### src/rtl/cv_spinner_quad_if.sv
// Spinner/quadrature bundle between the framework driver and cv_spinner_quad.
// master: framework side (drives the event stream, pacing and enable).
// slave:  the converter itself.
interface cv_spinner_quad_if;
    logic       ce_i;
    logic       enable_i;
    logic [8:0] spinner_i;
    logic [1:0] quad_o;
    logic       step_o;
    logic       dir_o;
    logic       pending_o;

    modport master (
        output ce_i, enable_i, spinner_i,
        input  quad_o, step_o, dir_o, pending_o
    );

    modport slave (
        input  ce_i, enable_i, spinner_i,
        output quad_o, step_o, dir_o, pending_o
    );
endinterface

### src/rtl/cv_spinner_quad.sv
// cv_spinner_quad: turns framework spinner events (9-bit toggle + signed delta)
// into paced active-low two-phase quadrature for a ColecoVision wheel port.
// Host deltas are buffered in a saturating signed accumulator and replayed one
// quadrature step at a time, at most once every STEP_DIV ce_i ticks.
// Optional macro CV_SPIN_ACCEL_EN: shorten the step interval while a large
// backlog is pending (|acc|>=64 -> STEP_DIV/2, |acc|>=256 -> STEP_DIV/4).
module cv_spinner_quad #(
    parameter int STEP_DIV = 256,
    parameter int ACC_W    = 10
) (
    input  logic              clk_sys,
    input  logic              reset,
    cv_spinner_quad_if.slave  bus
);

    localparam int CNT_W   = $clog2(STEP_DIV);
    localparam int ACC_MAX = 2 ** (ACC_W - 1) - 1;

    localparam logic [CNT_W-1:0]      RELOAD_SLOW = CNT_W'(STEP_DIV - 1);
`ifdef CV_SPIN_ACCEL_EN
    localparam logic [CNT_W-1:0]      RELOAD_MID  = CNT_W'(STEP_DIV / 2 - 1);
    localparam logic [CNT_W-1:0]      RELOAD_FAST = CNT_W'((STEP_DIV / 4 > 0) ? STEP_DIV / 4 - 1 : 0);
`endif
    localparam logic signed [ACC_W+1:0] ONE_W     = (ACC_W + 2)'(1);

    typedef enum logic {
        S_IDLE = 1'b0,
        S_RUN  = 1'b1
    } state_e;

    // Clamp to the symmetric range so the most negative code is never stored.
    function automatic logic signed [ACC_W-1:0] sat_acc(input logic signed [ACC_W+1:0] v);
        logic signed [ACC_W+1:0] hi;
        logic signed [ACC_W+1:0] lo;
        hi = (ACC_W + 2)'(ACC_MAX);
        lo = -hi;
        if (v > hi)      sat_acc = hi[ACC_W-1:0];
        else if (v < lo) sat_acc = lo[ACC_W-1:0];
        else             sat_acc = v[ACC_W-1:0];
    endfunction

    // Gray-coded phase walk: positive 11->10->00->01->11, negative the reverse.
    function automatic logic [1:0] next_phase(input logic [1:0] q, input logic pos);
        case (q)
            2'b11:   next_phase = pos ? 2'b10 : 2'b01;
            2'b10:   next_phase = pos ? 2'b00 : 2'b11;
            2'b00:   next_phase = pos ? 2'b01 : 2'b10;
            default: next_phase = pos ? 2'b11 : 2'b00;
        endcase
    endfunction

    state_e                  state_q, state_d;
    logic [CNT_W-1:0]        cnt_q, cnt_d;
    logic signed [ACC_W-1:0] acc_q, acc_d;
    logic                    tog_q, tog_d;
    logic [1:0]              quad_q, quad_d;
    logic                    step_q, step_d;
    logic                    dir_q, dir_d;
    logic                    pend_q, pend_d;

    logic                    ev_w;
    logic                    step_w;
    logic                    pos_w;
    logic signed [7:0]       delta_w;
    logic signed [ACC_W+1:0] sum_w;
    logic [CNT_W-1:0]        reload_w;
`ifdef CV_SPIN_ACCEL_EN
    logic [ACC_W-1:0]        mag_w;
`endif

    // Next-state: event detect, step decision, accumulator update and pacing FSM.
    always_comb begin
        state_d = state_q;
        cnt_d   = cnt_q;
        acc_d   = acc_q;
        quad_d  = quad_q;
        dir_d   = dir_q;
        pend_d  = pend_q;
        step_d  = 1'b0;
        tog_d   = bus.spinner_i[8];

        ev_w    = bus.spinner_i[8] ^ tog_q;
        delta_w = ev_w ? $signed(bus.spinner_i[7:0]) : 8'sd0;
        step_w  = bus.ce_i && (cnt_q == '0) && (acc_q != '0);
        pos_w   = !acc_q[ACC_W-1];

`ifdef CV_SPIN_ACCEL_EN
        // Backlog magnitude taken before this cycle's update, i.e. at the step edge.
        mag_w = acc_q[ACC_W-1] ? -acc_q : acc_q;
        if (mag_w >= ACC_W'(256))     reload_w = RELOAD_FAST;
        else if (mag_w >= ACC_W'(64)) reload_w = RELOAD_MID;
        else                          reload_w = RELOAD_SLOW;
`else
        reload_w = RELOAD_SLOW;
`endif

        // Event and step are folded into one update so a coinciding pair loses nothing.
        sum_w = {{2{acc_q[ACC_W-1]}}, acc_q} + {{(ACC_W - 6){delta_w[7]}}, delta_w};
        if (step_w) sum_w = pos_w ? (sum_w - ONE_W) : (sum_w + ONE_W);

        if (!bus.enable_i) begin
            // Detached: drop the backlog and park the pins; tog_q keeps tracking.
            acc_d   = '0;
            cnt_d   = '0;
            state_d = S_IDLE;
            quad_d  = 2'b11;
            pend_d  = 1'b0;
        end else begin
            acc_d  = sat_acc(sum_w);
            pend_d = (acc_d != '0);
            if (bus.ce_i) begin
                case (state_q)
                    S_IDLE: begin
                        if (step_w) begin
                            cnt_d   = reload_w;
                            state_d = S_RUN;
                        end
                    end
                    S_RUN: begin
                        if (cnt_q != '0)  cnt_d = cnt_q - CNT_W'(1);
                        else if (step_w)  cnt_d = reload_w;
                        else              state_d = S_IDLE;
                    end
                endcase
            end
            if (step_w) begin
                step_d = 1'b1;
                dir_d  = pos_w;
                quad_d = next_phase(quad_q, pos_w);
            end
        end
    end

    // State and registered outputs; reset re-captures the toggle to avoid a phantom event.
    always_ff @(posedge clk_sys) begin
        if (reset) begin
            state_q <= S_IDLE;
            cnt_q   <= '0;
            acc_q   <= '0;
            tog_q   <= bus.spinner_i[8];
            quad_q  <= 2'b11;
            step_q  <= 1'b0;
            dir_q   <= 1'b0;
            pend_q  <= 1'b0;
        end else begin
            state_q <= state_d;
            cnt_q   <= cnt_d;
            acc_q   <= acc_d;
            tog_q   <= tog_d;
            quad_q  <= quad_d;
            step_q  <= step_d;
            dir_q   <= dir_d;
            pend_q  <= pend_d;
        end
    end

    assign bus.quad_o    = quad_q;
    assign bus.step_o    = step_q;
    assign bus.dir_o     = dir_q;
    assign bus.pending_o = pend_q;

endmodule
### src/flat_wrapper.sv
// flat-port wrapper written by rule: the top's interface ports become plain ports
module cv_spinner_quad_flat 
#(
    parameter int STEP_DIV = 256,
    parameter int ACC_W    = 10
)
  (clk_sys, reset, bus_ce_i, bus_enable_i, bus_spinner_i, bus_quad_o, bus_step_o, bus_dir_o, bus_pending_o);
  cv_spinner_quad_if bus_i ();
  input  logic clk_sys;
  input  logic reset;
  input wire logic [$bits(bus_i.ce_i)-1:0] bus_ce_i;
  input wire logic [$bits(bus_i.enable_i)-1:0] bus_enable_i;
  input wire logic [$bits(bus_i.spinner_i)-1:0] bus_spinner_i;
  output wire logic [$bits(bus_i.quad_o)-1:0] bus_quad_o;
  output wire logic [$bits(bus_i.step_o)-1:0] bus_step_o;
  output wire logic [$bits(bus_i.dir_o)-1:0] bus_dir_o;
  output wire logic [$bits(bus_i.pending_o)-1:0] bus_pending_o;
  assign bus_i.ce_i = bus_ce_i;
  assign bus_i.enable_i = bus_enable_i;
  assign bus_i.spinner_i = bus_spinner_i;
  assign bus_quad_o = bus_i.quad_o;
  assign bus_step_o = bus_i.step_o;
  assign bus_dir_o = bus_i.dir_o;
  assign bus_pending_o = bus_i.pending_o;
  cv_spinner_quad #(.STEP_DIV(STEP_DIV), .ACC_W(ACC_W)) u_core (.clk_sys(clk_sys), .reset(reset), .bus(bus_i));
endmodule
### config.mk
export PLATFORM = sky130hd
export DESIGN_NAME = cv_spinner_quad_flat
export DESIGN_NICKNAME = d
export VERILOG_FILES = /design/src/rtl/cv_spinner_quad_if.sv /design/src/rtl/cv_spinner_quad.sv /design/src/flat_wrapper.sv
export SDC_FILE = /design/constraint.sdc
export NUM_CORES = 1
export LEC_CHECK = 0
export CAP_MARGIN = 10
export CORE_ASPECT_RATIO = 0.8
export CORE_MARGIN = 2
export CORE_UTILIZATION = 59
export CTS_CLUSTER_DIAMETER = 200
export DETAILED_ROUTE_END_ITERATION = 10
export PLACE_DENSITY = 0.77
export SETUP_SLACK_MARGIN = 0.02
export SLEW_MARGIN = 20
export SYNTH_ARGS = -nofsm -noshare
export SYNTH_HDL_FRONTEND = slang
export SYNTH_SLANG_ARGS = --single-unit
### constraint.sdc
create_clock -name clk_sys -period 5.25 [get_ports clk_sys]
set_input_delay 1.05 -clock clk_sys [delete_from_list [all_inputs] [get_ports clk_sys]]
set_output_delay 1.05 -clock clk_sys [all_outputs]
set_load 0.03 [all_outputs]
---- After elaboration in Yosys (flattened, before gate mapping) ----
Cells that the tools add are included.
storage, ports and cells
  flip-flop bits (word level) ............. 25
  latch bits .............................. 0
  bits in writable memories ............... 0
  ROM bits ................................ 0
  input port bits ......................... 13
  output and inout bits ................... 5
  word-level logic and storage cells ...... 46
  memories ................................ 0
operators by class
  add/sub/neg operators ................... 4
  multipliers ............................. 0
  div/mod/pow operators ................... 0
  magnitude comparators ................... 2
  equal/unequal tests ..................... 2
  shifts and indexed selects .............. 0
  mux-type cells .......................... 17
  bitwise gates (word level) .............. 3
  reduce and logical (&&, ||, !) cells .... 10
operator list
  cell                   count
  $mux 10                3
  $mux 12                2
  $mux 8                 3
  $reduce_bool 10->1     2
  $pmux 8 s2             1
  $add 12x2->12 const B  1
  $gt 12x10->1 const B   1
  $lt 12x10->1 const B   1
  $sub 12x2->12 const B  1
  $add 10x8->11          1
  $logic_not 8->1        1
  $mux 2                 4
  $reduce_bool 8->1      1
  $sub 8x1->8 const B    1
  $pmux 2 s3             1
  $eq 2x2->1 const B     2
  $logic_and 1x1->1      2
  $logic_not 2->1        1
  $mux 1                 2
  $not 1->1              2
  $pmux 1 s2             1
  $reduce_and 2->1       1
  $reduce_or 2->1        1
  $logic_not 1->1        1
  $xor 1x1->1            1

---- Depth between registers and ports, before layout ----
Gate-level depths: netlist of the first run.
  depth in word-level cells ............... 11
  depth in mapped cells ................... 19

---- Least setup slack after synthesis of the first run ----
Ideal clock, no wire load.
  kind .................................... input to register
  from .................................... input port bus_spinner_i[8]
  to ...................................... register u_core.pend_q (netlist: u_core.bus.pending_o)
  arrival time ............................ 4381 ps
  path slack .............................. 749 ps
  cell stages on the path ................. 17
  buffers on the path ..................... 0
  cells stage by stage .................... xor2_1 -> and2_1 -> ha_1 -> inv_1 -> fa_1 -> nand2b_1 -> a21oi_1 -> o22ai_1 -> xnor2_1 -> ha_1 -> o21ai_0 -> o21bai_1 -> a41oi_1 -> xnor2_1 -> nor3_1 -> a21oi_1 -> o31a_1
between the ends
  cells in the longest elaborated chain, start to end .. 11
  elaborated cells between the ends (all ways) .. 13
  classes of those cells .................. 3 x add/sub; 2 x order compare; 6 x mux; 1 x bitwise; 1 x reduce/logical
RTL lines
  element                                                RTL line                text
  start, declared                                        flat_wrapper.sv:13      input wire logic [$bits(bus_i.spinner_i)-1:0] bus_spinner_i;
  $xor 1x1->1 (*)                                        cv_spinner_quad.sv:82   ev_w = bus.spinner_i[8] ^ tog_q;
  $mux 8 (*)                                             cv_spinner_quad.sv:83   delta_w = ev_w ? $signed(bus.spinner_i[7:0]) : 8'sd0;
  $add 10x8->11 (*)                                      cv_spinner_quad.sv:98   sum_w = {{2{acc_q[ACC_W-1]}}, acc_q} + {{(ACC_W - 6){delta_w[7]}}, delta_w};
  $sub 12x2->12 / $add 12x2->12 (equally long branches)  cv_spinner_quad.sv:99   if (step_w) sum_w = pos_w ? (sum_w - ONE_W) : (sum_w + ONE_W);
  $mux 12                                                cv_spinner_quad.sv:99
  $mux 12 (*)                                            cv_spinner_quad.sv:99
  $lt 12x10->1                                           cv_spinner_quad.sv:38   else if (v < lo) sat_acc = lo[ACC_W-1:0];
  $mux 10                                                cv_spinner_quad.sv:38
  $mux 10 (*)                                            cv_spinner_quad.sv:37   if (v > hi) sat_acc = hi[ACC_W-1:0];
  $mux 10 (*)                                            cv_spinner_quad.sv:101  if (!bus.enable_i) begin
  $reduce_bool 10->1 (*)                                 cv_spinner_quad.sv:110  pend_d = (acc_d != '0);
  end signal, assigned                                   cv_spinner_quad.sv:153  pend_q <= pend_d;
  end, declared                                          cv_spinner_quad.sv:59   logic pend_q, pend_d;
Mark *: on every way between the ends. The rest lies on a longest branch, timed or not. The select of a mux whose other input is x is not followed.
A chain may end at the register's enable or synchronous reset.

---- Worst setup path after layout of the first run ----
  from .................................... input port bus_spinner_i[8]
  to ...................................... register u_core.acc_q[5]
between the ends
  cells in the longest elaborated chain, start to end .. 10
  elaborated cells between the ends (all ways) .. 12
  classes of those cells .................. 3 x add/sub; 2 x order compare; 6 x mux; 1 x bitwise
RTL lines
  element                                                RTL line                text
  $xor 1x1->1 (*)                                        cv_spinner_quad.sv:82
  $mux 8 (*)                                             cv_spinner_quad.sv:83
  $add 10x8->11 (*)                                      cv_spinner_quad.sv:98
  $sub 12x2->12 / $add 12x2->12 (equally long branches)  cv_spinner_quad.sv:99
  $mux 12                                                cv_spinner_quad.sv:99
  $mux 12 (*)                                            cv_spinner_quad.sv:99
  $lt 12x10->1                                           cv_spinner_quad.sv:38
  $mux 10                                                cv_spinner_quad.sv:38
  $mux 10 (*)                                            cv_spinner_quad.sv:37
  $mux 10 (*)                                            cv_spinner_quad.sv:101
  end signal, assigned                                   cv_spinner_quad.sv:139  acc_q <= '0;
  end signal, assigned                                   cv_spinner_quad.sv:148  acc_q <= acc_d;
  end, declared                                          cv_spinner_quad.sv:54   logic signed [ACC_W-1:0] acc_q, acc_d;
Marked as above.

==> flow_summary_export.csv, run 1 <==
group,metric,value,unit
hold_path,hold_start,"u_core.state_q$_SDFFE_PP0P_",
power_and_ir_drop,leakagePower,1.10,nW
timing,max_freq,201,MHz
worst_setup_path,crit_path_end_kind,"register",
worst_setup_path,r2r_end,"u_core.acc_q[5]$_SDFF_PP0_",
synth,synth_edf_count,0,
global_routing,grt_util_met2,38.5,%
timing,max-slew-margin-rel,57.2,%
detailed_routing,vias,2162,
timing,setup_viol_count_final,0,
placed_design,pre_cts_slack,-116,ps
hold_path,whs_endpoint,"u_core.cnt_q[7]$_SDFFE_PP0P_",
timing,setup_tns,0,ps
timing,post-route-period-util,94.7,%
hold_path,hp-class,"register to register",
synth,synth-warning-count,0,
die,die_x,73.2,um
placed_design,hpwl,4.19,mm
clocking,cts_tree,"yes",
timing,clock_skew,4.86,ps
synth,ys_seq_area_share,22.1,%
detailed_routing,drt_wl_total,5.44,mm
global_routing,grt_pass1_vias,1876,
placed_design,dpl.cell_count,348,
cells_and_area,finalNonFillerCells,353,
placed_design,port_buffers,17,
power_and_ir_drop,p_total,1.83,mW
die,initial_core_util,60.6,%
cells_and_area,fillerInstances,302,
synth,synth_area,2260,um^2
placed_design,gp_congestion,0.885,
clocking,clk-insertion-delay-late,280,ps
die,rows,20,
global_routing,grt_overflow_total,0,
worst_setup_path,start_kind,"primary input",
timing,worst_slack,277,ps
timing,slew_viol_final,0,
worst_setup_path,path_class,"primary input to register",
synth,synth-seq-cells,25,
worst_setup_path,rrSetupSlack,1210,ps
timing,worst_pin_slew,642,ps
synth,avgSynthCellArea,7.93,um^2
worst_setup_path,rr_worst_depth,18,
global_routing,met1_usage,38.9,%
worst_setup_path,r2r-start,"u_core.tog_q$_DFF_P_",
power_and_ir_drop,irDropWorstVdd,0.365,mV
cells_and_area,insertedDiodeCount,0,
run,max_cap_viol_count,0,
cells_and_area,layout.nets,346,
die,ios,18,
synth,synth_flop_cell,"dfxtp_1",
global_routing,grt_max_degree,22,
clocking,h-tree-depth,1,
die,die_h,59.4,um
clocking,cts_hold_buf,0,
clocking,root_buffer,"clkbuf_8",
detailed_routing,wl_per_cell,15.4,um
clocking,numCtsBuffers,3,
worst_setup_path,crit_fanout,8,
detailed_routing,viasPerCell,6.12,
timing,fin_crit,4970,ps
global_routing,grt.total_usage,25.7,%
detailed_routing,route.antenna.remaining_nets,0,
clocking,clkSlewWorstSetupHoldPaths,90,ps
detailed_routing,drt_iter0_markers,136,
die,die-area,4340,um^2
global_routing,grt_first_pass_wirelength,8.69,mm
synth,ys_async_sr_fraction,0,%
detailed_routing,detail_route.first_pass.iterations,4,
detailed_routing,drc,0,
worst_setup_path,arrival,5160,ps
global_routing,grt_busiest_layer,"met1",
die,core-area,3730,um^2
hold_path,min_path_cells,1,
clocking,cts_sinks,25,
synth,synth.distinct_cells,56,
outcome,status,"finished, final reports clean",
synth,synth_cells,285,
worst_setup_path,required,5440,ps
clocking,clockBufferDepth,2,
power_and_ir_drop,power.density,688,nW/um^2
cells_and_area,syn_to_final_growth,17.8,%
synth,synthesis.nets,321,
cells_and_area,final_layout_size_suffix_gt1_share,13.9,%
global_routing,met3_usage,3.91,%
timing,grt_setup_unrepaired,"no",
global_routing,antenna_found_initial,0,
timing,hold_viol,0,
## cells in the final DEF, fill, tap and decap left out, types with 4 or more instances in the layout
cell / n
or3_1: 4
nor3_1: 7
dfxtp_1: 25
nand3_1: 6
a21oi_2: 4
a211oi_1: 8
a21o_1: 7
nand2_1: 14
a21oi_1: 22
o21bai_1: 4
nor4_1: 4
inv_1: 12
a311oi_1: 5
xnor2_1: 11
o21ai_0: 16
clkdlybuf4s50_1: 17
ha_1: 18
nor2b_1: 6
and2_1: 9
nand2b_1: 5
o21ai_1: 4
xor2_1: 6
buf_4: 11
o211ai_1: 4
nor2_1: 25
## worst max-delay path, cell delays in order
cell,delay [ps]
clkdlybuf4s50_1,500
xor2_1,150
buf_4,160
and2_1,140
ha_2,180
inv_1,50
fa_1,410
nand2b_4,170
a21oi_2,170
o22ai_1,110
xnor2_1,280
ha_2,360
a21oi_1,140
nand2_1,100
a41oi_2,230
xnor2_1,200
nor3_2,90
a211oi_2,350
a211oi_1,100
nor3_1,230
## metal layers
metal	part of all wire [%]	vias up	wire length [um]
li1	-	1119	-
met1	50	967	2750
met2	42	62	2300
met3	4.6	14	252
met4	2.6	0	144
met5	0	-	0
## cells in the mapped netlist (9+ instances only)
| cell | instances | area share, % |
|---|---|---|
| nand2_1 | 14 | 2.3 |
| dfxtp_1 | 25 | 22 |
| ha_1 | 21 | 12 |
| a211oi_1 | 9 | 3.0 |
| nor2_1 | 25 | 4.2 |
| inv_1 | 12 | 2.0 |
| xnor2_1 | 12 | 4.7 |
| o21ai_0 | 19 | 4.2 |
| and2_1 | 9 | 2.5 |
| nor3_1 | 9 | 2.0 |
| a21oi_1 | 24 | 5.3 |
## through the flow
stage	hold slack (ps)	utilization [%]	cell area (um^2)
finish	475	71.4	2660
global route	491	71.4	2660
CTS	477	69.0	2570
detailed placement	461	67.7	2520
global placement	459	67.7	2520
floorplan	429	-	2260
## state kept, by name, summed over array words and instances, names as in the netlist
signal	cells
u_core.acc_q	10
u_core.bus.dir_o	1
u_core.bus.pending_o	1
u_core.bus.quad_o	2
u_core.bus.step_o	1
u_core.cnt_q	8
u_core.state_q	1
u_core.tog_q	1
## worst max-delay path by stage
stage	slack [ps]	depth (start not counted)	start	endpoint
after floorplan	750	17	bus_spinner_i[8]	u_core.bus.pending_o$_SDFF_PP0_
after global placement	20	20	bus_spinner_i[8]	u_core.acc_q[5]$_SDFF_PP0_
after detailed placement	-120	20	bus_spinner_i[8]	u_core.acc_q[0]$_SDFF_PP0_
after CTS	160	20	bus_spinner_i[8]	u_core.acc_q[0]$_SDFF_PP0_
after global routing	40	20	bus_spinner_i[8]	u_core.acc_q[5]$_SDFF_PP0_
final	280	20	bus_spinner_i[8]	u_core.acc_q[5]$_SDFF_PP0_
## where the power goes
| group | leakage, nW | switching (mW) | internal (mW) |
|---|---|---|---|
| combinational | 0.871 | 0.829 | 0.591 |
| clock | 0.0217 | 0.0647 | 0.0539 |
| sequential | 0.205 | 0.0506 | 0.243 |
## area by class of cell
class / instances / area, um^2 / area share [%]
multi-input cells: 240 / 1760 / 66.1
flip-flops and latches: 25 / 500 / 18.8
repair buffers: 28 / 253 / 9.49
well taps: 44 / 55.1 / 2.07
inverters: 12 / 45.0 / 1.69
clock buffers: 3 / 41.3 / 1.55
clock inverters: 1 / 7.51 / 0.282
## logic make-up (layout without fill, tap and decap cells)
logic type                 after synthesis  in the layout  share of synthesized area, %
muxes                                    1              1                         0.443
buffers and inverters                   20             44                          3.60
adders and majority gates               23             23                          13.4
DFF                                     25             25                          22.1
xor gates and xnor gates                18             18                          6.98
and+or+nand+nor                        102            102                          25.0
AOI/OAI and AO/OA                       96             96                          28.5
## what timing repair did
item / in CTS / in global routing
endpoints found under the setup margin: 0 / 10
gates resized for setup: 0 / 18
setup buffers: 0 / 1
(Power assumes the default switching activity.)
==> run 2: changes to the inputs <==
--- a/config.mk
+++ b/config.mk
@@ -11,6 +11,7 @@
 export CORE_UTILIZATION = 59
 export CTS_CLUSTER_DIAMETER = 200
 export DETAILED_ROUTE_END_ITERATION = 10
+export GPL_ROUTABILITY_DRIVEN = 0
 export PLACE_DENSITY = 0.77
 export SETUP_SLACK_MARGIN = 0.02
 export SLEW_MARGIN = 20
==> constraint.sdc (replaced) <==
create_clock -name clk_sys -period 5.5 [get_ports clk_sys]
set_input_delay 1.1 -clock clk_sys [delete_from_list [all_inputs] [get_ports clk_sys]]
set_output_delay 1.1 -clock clk_sys [all_outputs]
set_load 0.03 [all_outputs]
==> run 2 against run 1 <==
Compared with the run above:
- die area stayed put
- core utilization fell by 2.6 points
- hold slack improved by 10 ps
- global-route usage increased by 0.34 points
- register-to-register slack improved by 30 ps
- clock skew shrank 2.4 ps
- design area down 3.6%
- cell count is 2.0% lower
- combinational power decreased by 9.9%
- wire length is 1.8% higher
- clock power shrank 7%
- non-clock buffer count decreased by 7
- critical endpoint is now u_core.acc_q[4]$_SDFF_PP0_
==> flow_summary_export.csv, run 2 (same netlist as run 1, synthesis figures left out) <==
group,metric,value,unit
worst_setup_path,path_class,"primary input to register",
clocking,cts_tree,"yes",
die,die_x,73.2,um
worst_setup_path,start_kind,"primary input",
cells_and_area,final-seq-area,500,um^2
timing,grt_setup_unrepaired,"no",
timing,hold_viol,0,
placed_design,pre_cts_slack,-90.6,ps
detailed_routing,drt_wl_total,5.54,mm
cells_and_area,largest_reg_flops,10,
die,core-area,3730,um^2
cells_and_area,top_register,"u_core.acc_q",
detailed_routing,detail_route.first_pass.iterations,5,
timing,fin_crit,5250,ps
global_routing,grt_pass1_vias,1922,
clocking,clockBufferDepth,2,
clocking,cts_sinks,25,
timing,whs,486,ps
global_routing,grt.total_usage,26.1,%
cells_and_area,final_layout_size_suffix_gt1_share,9.27,%
die,die_h,59.4,um
die,rows,20,
cells_and_area,layout.nets,339,
worst_setup_path,required,5630,ps
clocking,post_cts_resized,0,
placed_design,port_buffers,17,
timing,post-route-period-util,95.4,%
clocking,cts_hold_buf,0,
detailed_routing,route.antenna.remaining_nets,0,
detailed_routing,viasPerCell,6.37,
detailed_routing,drc,0,
clocking,h-tree-depth,1,
power_and_ir_drop,irDropWorstVdd,0.416,mV
die,initial_core_util,60.6,%
clocking,cts_setup_buffers,0,
clocking,root_buffer,"clkbuf_8",
detailed_routing,drt_iter0_markers,207,
outcome,status,"finished, final reports clean",
power_and_ir_drop,leakagePower,1.04,nW
worst_setup_path,crit_path_end_kind,"register",
worst_setup_path,arrival,5380,ps
timing,worst_pin_slew,682,ps
cells_and_area,syn_to_final_growth,13.6,%
timing,slew_viol_final,0,
timing,worst_slack,250,ps
timing,max-slew-margin-rel,54.0,%
timing,clock_skew,2.44,ps
power_and_ir_drop,power.density,653,nW/um^2
placed_design,hpwl,4.35,mm
die,die-area,4340,um^2
clocking,clk-insertion-delay-late,270,ps
cells_and_area,post-route-util,68.9,%
clocking,clkSlewWorstSetupHoldPaths,90,ps
hold_path,hp-class,"register to register",
global_routing,antenna_found_initial,0,
cells_and_area,fillerInstances,313,
die,ios,18,
run,max_cap_viol_count,0,
cells_and_area,layout_common_cells,"25 x nor2_1, 25 x dfxtp_1, 22 x a21oi_1, 21 x ha_1, 19 x o21ai_0",
detailed_routing,wl_per_cell,16.0,um
timing,max_freq,190,MHz
worst_setup_path,crit_fanout,5,
detailed_routing,vias,2205,
global_routing,grt_max_degree,22,
global_routing,grt_first_pass_wirelength,8.91,mm
cells_and_area,multi_input_area,1720,um^2
global_routing,grt_overflow_total,0,
clocking,numCtsBuffers,3,
cells_and_area,insertedDiodeCount,0,
timing,setup_viol_count_final,0,
[run 2: per-stage QoR]
stage               cells  cell area (um^2)  TNS, ps  total power [mW]
floorplan             285              2260        0              1.26
global placement      342              2480    -6.46              1.49
detailed placement    342              2480     -238              1.51
CTS                   346              2530        0              1.62
global route          346              2570        0              1.83
finish                346              2570        0              1.68
[run 2: layer usage]
layer	vias to the layer above	global-route usage, %	share of wire (%)
li1	1102	-	-
met5	-	0	0
met3	10	4.76	6.4
met4	0	3.44	1.2
met1	1017	39.6	51
met2	76	39.3	42
[run 2: power breakdown]
part | leakage, nW | internal (mW) | switching [mW]
combinational | 0.818 | 0.515 | 0.769
clock | 0.0217 | 0.0514 | 0.0597
sequential | 0.205 | 0.232 | 0.0494
total | 1.04 | 0.798 | 0.878
[run 2: layout make-up]
| type | count | area share, % |
|---|---|---|
| multi-input cells | 240 | 66.9 |
| flip-flops and latches | 25 | 19.5 |
| repair buffers | 21 | 7.80 |
| well taps | 44 | 2.14 |
| inverters | 12 | 1.75 |
| clock buffers | 3 | 1.61 |
| clock inverters | 1 | 0.292 |
[run 2: worst paths after layout]
check / cells past startpoint / from / end / slack, ps
worst max-delay path: 19 / bus_spinner_i[8] / u_core.acc_q[4]$_SDFF_PP0_ / 250
worst min-delay path: 1 / u_core.state_q$_SDFFE_PP0P_ / u_core.cnt_q[7]$_SDFFE_PP0P_ / 490
worst max register to register: 18 / u_core.tog_q$_DFF_P_ / u_core.acc_q[4]$_SDFF_PP0_ / 1240
worst min register to register: 1 / u_core.state_q$_SDFFE_PP0P_ / u_core.cnt_q[7]$_SDFFE_PP0P_ / 490
[run 2: worst max-delay path, stage by stage]
cell,delay [ps]
clkdlybuf4s50_1,520
xor2_2,210
and2_1,160
ha_1,210
inv_1,80
fa_1,400
nand2b_1,200
a21oi_2,210
o22ai_1,130
xnor2_1,180
ha_1,260
nor4_1,260
o21ai_0,230
a41oi_2,280
a21o_1,190
a21boi_1,250
a211oi_2,110
a211oi_1,290
nor3_1,110
==> run 3: changes to the inputs <==
==> constraint.sdc (replaced) <==
create_clock -name clk_sys -period 5.5 [get_ports clk_sys]
set_input_delay 1.375 -clock clk_sys [delete_from_list [all_inputs] [get_ports clk_sys]]
set_output_delay 1.375 -clock clk_sys [all_outputs]
set_load 0.03 [all_outputs]
==> run 3 against run 2 <==
Compared with the run above:
- core utilization up 5.1 points
- clock skew is 4.6 ps higher
- highest routed layer unchanged
- hold slack worse by 5.7 ps
- wire length up 1.2%
- clock power about the same
==> flow_summary_export.csv, run 3 (same netlist as run 1, synthesis figures left out) <==
group,metric,value,unit
placed_design,port_buffers,17,
die,initial_core_util,60.6,%
power_and_ir_drop,irDropWorstVdd,0.439,mV
worst_setup_path,path_class,"primary input to register",
worst_setup_path,crit_fanout,8,
timing,whs,480,ps
clocking,cts_hold_buf,0,
global_routing,grt_overflow_total,0,
global_routing,antenna_found_initial,0,
cells_and_area,top_register,"u_core.acc_q",
placed_design,pre_cts_slack,-122,ps
timing,max_freq,190,MHz
cells_and_area,layout.nets,353,
detailed_routing,drc,0,
cells_and_area,insertedDiodeCount,0,
die,die-area,4340,um^2
die,die_x,73.2,um
outcome,status,"finished, final reports clean",
power_and_ir_drop,power.density,672,nW/um^2
power_and_ir_drop,leakagePower,1.14,nW
cells_and_area,final_layout_size_suffix_gt1_share,17.4,%
detailed_routing,detail_route.first_pass.iterations,4,
global_routing,grt_first_pass_wirelength,8.83,mm
global_routing,grt_pass1_vias,1892,
detailed_routing,vias,2176,
hold_path,hp-class,"register to register",
clocking,numCtsBuffers,3,
clocking,root_buffer,"clkbuf_8",
die,rows,20,
timing,grt_setup_unrepaired,"no",
cells_and_area,fillerInstances,294,
die,core-area,3730,um^2
clocking,clockBufferDepth,2,
cells_and_area,syn_to_final_growth,22.0,%
cells_and_area,multi_input_area,1800,um^2
timing,clock_skew,7.06,ps
detailed_routing,wl_per_cell,15.6,um
detailed_routing,viasPerCell,6.04,
worst_setup_path,slowest_stage,"fa_2",
cells_and_area,finalNonFillerCells,360,
worst_setup_path,path_cells,"clkdlybuf4s50_1, xor2_1, buf_4, and2_1, ha_2, inv_1, fa_2, inv_1, fa_1, a211oi_1, nor2_1, xor2_1, or3_1, o22ai_2, nand4_2, a21oi_2, nor3_1",
worst_setup_path,crit_path_end_kind,"register",
clocking,clk-insertion-delay-late,270,ps
placed_design,dpl.cell_count,355,
timing,slew_viol_final,0,
clocking,clkSlewWorstSetupHoldPaths,90,ps
timing,worst_slack,231,ps
clocking,h-tree-depth,1,
global_routing,grt.total_usage,26.0,%
detailed_routing,drt_wl_total,5.61,mm
detailed_routing,drt_iter0_markers,134,
die,ios,18,
worst_setup_path,arrival,5400,ps
run,max_cap_viol_count,0,
worst_setup_path,start_kind,"primary input",
timing,setup_viol_count_final,0,
timing,setup_tns,0,ps
cells_and_area,largest_reg_flops,10,
timing,worst_pin_slew,742,ps
die,die_h,59.4,um
worst_setup_path,required,5630,ps
timing,hold_viol,0,
cells_and_area,final-seq-area,500,um^2
placed_design,hpwl,4.35,mm
timing,max-slew-margin-rel,50.5,%
clocking,cts_sinks,25,
global_routing,grt_max_degree,22,
power_and_ir_drop,p_total,1.85,mW
detailed_routing,route.antenna.remaining_nets,0,
worst_setup_path,max_stage_delay,560,ps
clocking,cts_tree,"yes",
timing,post-route-period-util,95.8,%
cells_and_area,layout_common_cells,"25 x nor2_1, 25 x dfxtp_1, 23 x a21oi_1, 18 x ha_1, 18 x buf_4",
timing,fin_crit,5270,ps
## run 3: cell count changes in the layout (fill, tap and decap cells not counted), sizes merged
| cell | before | now |
|---|---|---|
| buf | 4 | 18 |
## run 3: critical path: cells and delay by family
family | cells | cell delay, ps
AOI/OAI and AO/OA | 3 | 900
xor gates and xnor gates | 2 | 330
adders and majority gates | 3 | 1170
buffers and inverters | 4 | 790
and+or+nand+nor | 5 | 840
## run 3: worst paths after layout
path	start	endpoint	slack, ps	cells after the start
setup / recovery	bus_spinner_i[8]	u_core.acc_q[2]$_SDFF_PP0_	230	17
hold / removal	u_core.state_q$_SDFFE_PP0P_	u_core.cnt_q[7]$_SDFFE_PP0P_	480	1
setup reg to reg	u_core.tog_q$_DFF_P_	u_core.acc_q[2]$_SDFF_PP0_	1500	16
hold reg to reg	u_core.state_q$_SDFFE_PP0P_	u_core.cnt_q[7]$_SDFFE_PP0P_	480	1
## run 3: per-layer routing
| metal | vias up | GRT usage [%] | wire length [um] |
|---|---|---|---|
| li1 | 1125 | - | - |
| met5 | - | 0 | 0 |
| met4 | 0 | 1.59 | 29 |
| met1 | 1001 | 40.3 | 2840 |
| met3 | 4 | 3.57 | 243 |
| met2 | 46 | 39.9 | 2490 |
## run 3: final cells by class
type	count	area share, %
multi-input combinational	240	65.4
sequential	25	18.1
timing repair buffer	35	11.1
tap	44	2.00
inverter	12	1.63
clock buffer	3	1.50
clock inverter	1	0.272
## run 3: power breakdown
group	internal, mW	switching (mW)
Sequential	0.232	0.0491
Combinational	0.620	0.837
Clock	0.0514	0.0622
Total	0.904	0.948
## run 3: through the flow
stage          utilization, %  area, um^2
3_3_place_gp             69.1        2580
4_1_cts                  70.4        2630
6_report                 74.0        2760
3_5_place_dp             69.1        2580
2_1_floorplan               -        2260
5_1_grt                  74.0        2760
## run 3: timing repair
item | CTS | global route
resized for setup | 0 | 25
endpoints found under the setup margin | 0 | 10
setup buffers | 0 | 1
hold endpoints to repair | 0 | 0
